$ cat config.mk
export PLATFORM = sky130hd
export DESIGN_NAME = matrix_result_streamer
export DESIGN_NICKNAME = d
export VERILOG_FILES = /design/src/rtl/matmul_pkg.sv /design/src/rtl/matrix_result_streamer.sv
export SDC_FILE = /design/constraint.sdc
export NUM_CORES = 1
export LEC_CHECK = 0
export CORE_UTILIZATION = 50
export DETAILED_ROUTE_END_ITERATION = 7
export GPL_ROUTABILITY_DRIVEN = 0
export GPL_TIMING_DRIVEN = 0
export PLACE_DENSITY = 0.8
export SYNTH_ARGS = -nofsm -noshare
export SYNTH_HDL_FRONTEND = slang
export SYNTH_SLANG_ARGS = --single-unit
$ cat constraint.sdc
create_clock -name clk -period 6.9 [get_ports clk]
set_input_delay 1.38 -clock clk [delete_from_list [all_inputs] [get_ports clk]]
set_output_delay 1.38 -clock clk [all_outputs]
set_load 0.01 [all_outputs]
$ cat src/rtl/matmul_pkg.sv
// Shared constants, state encoding and index helper for the 3x3 matrix multiplier blocks.
// The row-major helper is also used by the operand loader.
package matmul_pkg;

   localparam int ELEM_COUNT = 9;
   localparam int IDX_W      = 4;
   localparam logic [IDX_W-1:0] LAST_IDX = 4'd8;

   typedef enum logic {
      IDLE,
      SEND
   } state_t;

   // Flat row-major element index for a (row, col) position in a 3x3 matrix.
   function automatic logic [IDX_W-1:0] rc_to_idx(input int row, input int col);
      return IDX_W'(row * 3 + col);
   endfunction

endpackage

$ cat src/rtl/matrix_result_streamer.sv
// Snapshots the nine multiplier result words on start and streams them row-major
// over a valid/ready interface, one word per handshake, with all outputs registered.
module matrix_result_streamer
   import matmul_pkg::*;
#(
   parameter int DATA_W = 16
) (
   input  logic              clk,
   input  logic              reset,
   input  logic              start,
   input  logic [DATA_W-1:0] R00,
   input  logic [DATA_W-1:0] R01,
   input  logic [DATA_W-1:0] R02,
   input  logic [DATA_W-1:0] R10,
   input  logic [DATA_W-1:0] R11,
   input  logic [DATA_W-1:0] R12,
   input  logic [DATA_W-1:0] R20,
   input  logic [DATA_W-1:0] R21,
   input  logic [DATA_W-1:0] R22,
   output logic [DATA_W-1:0] out_data,
   output logic              out_valid,
   input  logic              out_ready,
   output logic [IDX_W-1:0]  out_index,
   output logic              out_last,
   output logic              busy,
   output logic              done,
   output logic              overrun
);

   logic [DATA_W-1:0] r_grid   [3][3];
   logic [DATA_W-1:0] r_flat   [ELEM_COUNT];
   logic [DATA_W-1:0] snap_reg [ELEM_COUNT];

   state_t            state_reg;
   logic [IDX_W-1:0]  idx_reg;
   logic [IDX_W-1:0]  idx_next;
   logic [DATA_W-1:0] out_data_reg;
   logic              out_valid_reg;
   logic              out_last_reg;
   logic              busy_reg;
   logic              done_reg;
   logic              overrun_reg;
   logic              capture;

   assign r_grid[0][0] = R00;
   assign r_grid[0][1] = R01;
   assign r_grid[0][2] = R02;
   assign r_grid[1][0] = R10;
   assign r_grid[1][1] = R11;
   assign r_grid[1][2] = R12;
   assign r_grid[2][0] = R20;
   assign r_grid[2][1] = R21;
   assign r_grid[2][2] = R22;

   // Flatten the result grid into stream order.
   for (genvar gi = 0; gi < 3; gi++) begin : g_row
      for (genvar gj = 0; gj < 3; gj++) begin : g_col
         assign r_flat[rc_to_idx(gi, gj)] = r_grid[gi][gj];
      end
   end

   assign capture  = (state_reg == IDLE) && start;
   assign idx_next = idx_reg + 4'd1;

   always_ff @(posedge clk) begin
      if (reset) begin
         for (int i = 0; i < ELEM_COUNT; i++) snap_reg[i] <= '0;
      end else if (capture) begin
         for (int i = 0; i < ELEM_COUNT; i++) snap_reg[i] <= r_flat[i];
      end
   end

   always_ff @(posedge clk) begin
      if (reset) begin
         state_reg     <= IDLE;
         idx_reg       <= '0;
         out_data_reg  <= '0;
         out_valid_reg <= 1'b0;
         out_last_reg  <= 1'b0;
         busy_reg      <= 1'b0;
         done_reg      <= 1'b0;
         overrun_reg   <= 1'b0;
      end else begin
         done_reg <= 1'b0;
         case (state_reg)
            IDLE: begin
               if (start) begin
                  // First word comes straight from the inputs; the snapshot fills on the same edge.
                  state_reg     <= SEND;
                  idx_reg       <= '0;
                  out_data_reg  <= r_flat[0];
                  out_valid_reg <= 1'b1;
                  out_last_reg  <= 1'b0;
                  busy_reg      <= 1'b1;
                  overrun_reg   <= 1'b0;
               end
            end
            SEND: begin
               if (start) overrun_reg <= 1'b1;
               if (idx_reg > LAST_IDX) begin
                  state_reg     <= IDLE;
                  idx_reg       <= '0;
                  out_data_reg  <= '0;
                  out_valid_reg <= 1'b0;
                  out_last_reg  <= 1'b0;
                  busy_reg      <= 1'b0;
               end else if (out_ready) begin
                  if (idx_reg == LAST_IDX) begin
                     state_reg     <= IDLE;
                     idx_reg       <= '0;
                     out_data_reg  <= '0;
                     out_valid_reg <= 1'b0;
                     out_last_reg  <= 1'b0;
                     busy_reg      <= 1'b0;
                     done_reg      <= 1'b1;
                  end else begin
                     idx_reg      <= idx_next;
                     out_data_reg <= snap_reg[idx_next];
                     out_last_reg <= (idx_next == LAST_IDX);
                  end
               end
            end
            default: state_reg <= IDLE;
         endcase
      end
   end

   assign out_data  = out_data_reg;
   assign out_valid = out_valid_reg;
   assign out_index = idx_reg;
   assign out_last  = out_last_reg;
   assign busy      = busy_reg;
   assign done      = done_reg;
   assign overrun   = overrun_reg;

endmodule
==> results.toml <==
[sta]
fin_setup_tns_ns = 0
fmax_mhz = 317
period_minus_slack_ns = 3.16
hold_viol = 0
finalClockSkew_ns = 0.00566
rsz0062_at_grt = "false"
min_period_over_period_pct = 45.8
setup_violations = 0
timing.slew.headroom_pct = 48.7
drv_slew = 0
tightest_slew_ns = 0.770
fin_ws_ns = 3.74

[cells_and_area]
largest_reg_flops = 144
insertedDiodeCount = 0
fin_util_pct = 69.8
layout.nets = 864
syn_to_final_growth_pct = 35.6
drive_gt1_share_pct = 12.7
n_fill_cell = 951
final_area_mm2 = 0.0102

[run_status]
status = "completed"

[floorplan]
start_util_pct = 51.5
rows = 44
coreArea_mm2 = 0.0146
ios = 173
die_h_um = 125
die_area_mm2 = 0.0155
die_w_um = 125

[route]
route.detailed.drc = 0
wl_met2_mm = 9.05
avgRoutedWirePerCell_um = 20.8
wl_met1_mm = 7.40
highest_layer = "met4"
num_vias = 5194
wirelength_mm = 19.0
wl_met3_mm = 1.69
dr.pass1.iters = 5
drt_iter0_drc = 491
ant_nets = 0
viasPerCell = 5.71

[cts]
post_cts_buffers = 0
cts_sinks = 169
cts-htree-levels = 4
cts_tree = "built"
hold_buffers = 0
path_clk_slew_ns = 0.06
clkLatencyLatePin_ns = 0.43
cts_buffers = 17
clock-root-buffer = "clkbuf_16"
clockBufferDepth = 2
cts_resized = 0

[global_routing]
grt_overflow = 0
antenna_found_initial = 0
grt_pass1_vias = 5340
grt_pass1_wl_mm = 28.6
grt_start_max_net_pins = 58
track_usage_pct = 25.1

[synthesis]
syn-cell-area_mm2 = 0.00752
synth-seq-cells = 169
avgSynthCellArea_um2 = 14.4
yosysWarnings = 0
syn_inst = 521
synth_seq_area_share_pct = 64.2
synth_fp_nets = 672
ys_types = 32

[critical_path]
critPathMaxFanout = 10
end_kind = "flip-flop"
regToRegSetupSlack_ns = 3.74
cp-start-kind = "flip-flop"
cp.arrival_ns = 3.44
path_class = "reg -> reg"
required_ns = 7.18

[hold_path]
worst_hold_path_type = "reg -> reg"

[power]
power_leakage_nw = 3.67
ir_drop_uv = 195
cellPowerDensity_mw_per_mm2 = 255

[placement]
hpwl_mm = 13.8
io_buffers = 171
dp_slack_ns = 3.42
dpl_cell_area_mm2 = 0.00952

[job]
drv_cap = 0
==> cells in the mapped netlist, drive strengths merged <==
cell	instances	share of area [%]
edfxtp	144	58
and2	130	11
mux4	32	9.6
o22ai	32	2.7
nor3b	31	3.8
clkbuf	27	1.3
dfxtp	25	6.7
a21oi	23	1.5
o21ai	18	1.2
buf	12	1.1
nor2	12	0.60
nand2	8	0.43
inv	5	0.25
nand2b	4	0.37
ha	3	0.50
a2bb2oi	2	0.40
nor2b	2	0.17
nor3	2	0.13
or3	2	0.17
a31o	1	0.23
and2b	1	0.10
mux2i	1	0.13
nand3	1	0.067
nand4	1	0.083
or2	1	0.083
or4	1	0.10
==> worst paths after layout <==
kind	startpoint	endpoint	cells after the start
max	out_index[0]	out_data[12]	9
min	out_last	out_last	2
max reg2reg	out_index[0]	out_data[12]	9
min reg2reg	out_last	out_last	2
==> logic make-up after synthesis <==
family                     synth area share (%)
AOI/OAI and AO/OA                          6.03
adders and majority gates                 0.499
buffers and inverters                      2.70
DFF                                        64.2
muxes                                      9.72
and+or+nand+nor                            16.9
==> critical path: stages (launching register included) <==
cell      delay [ns]
dfxtp_1         0.39
buf_4           0.25
buf_2           0.35
inv_1           0.08
ha_1            0.28
clkbuf_1        0.30
clkbuf_1        0.63
mux4_2          0.45
o22ai_1         0.17
o22ai_1         0.11
==> layout by cell type (no fill, tap or decap), types with 2 or more instances in the layout <==
master / count
a21oi_1: 23
o22ai_1: 32
mux4_2: 32
nand2_1: 7
clkbuf_16: 17
a2bb2oi_2: 2
nor3b_2: 10
o21ai_0: 18
clkbuf_1: 28
nor2b_1: 2
edfxtp_1: 144
dfxtp_1: 25
ha_1: 3
buf_16: 2
clkinv_4: 2
buf_6: 3
nand2b_1: 2
nor3b_1: 21
bufinv_16: 6
buf_2: 6
clkinv_2: 4
nor3_1: 2
inv_1: 5
and2_1: 130
buf_4: 2
or3_1: 2
nor2_1: 12
clkdlybuf4s50_1: 171
==> metal layers <==
layer / up-vias / global-route usage [%]
li1: 2317 / -
met1: 2500 / 31.6
met2: 314 / 40.6
met3: 63 / 5.88
met4: 0 / 13.3
met5: - / 0
==> metrics by stage <==
step	power, W	hold slack, ns	instances
floorplan	0.00138	0.476	521
global placement	0.00154	0.444	876
detailed placement	0.00155	0.467	878
CTS	0.00260	0.476	910
global route	0.00267	0.494	910
finish	0.00260	0.470	910
==> report_power, final <==
| group | internal (W) | switching, W |
|---|---|---|
| Combinational | 0.000173 | 0.000138 |
| Sequential | 0.00119 | 0.0000264 |
| Clock | 0.000686 | 0.000387 |
| Total | 0.00205 | 0.000551 |
==> cell type report <==
class	instances	area (um^2)	area share, %
plain buffers	39	184	1.81
clock inverters	13	225	2.21
multi-input cells	308	2500	24.5
clock buffers	19	443	4.35
inverters	5	18.8	0.184
flip-flops and latches	169	4820	47.3
well taps	184	230	2.26
repair buffers	173	1770	17.3
Note: power is estimated with default switching activity, not from simulation.
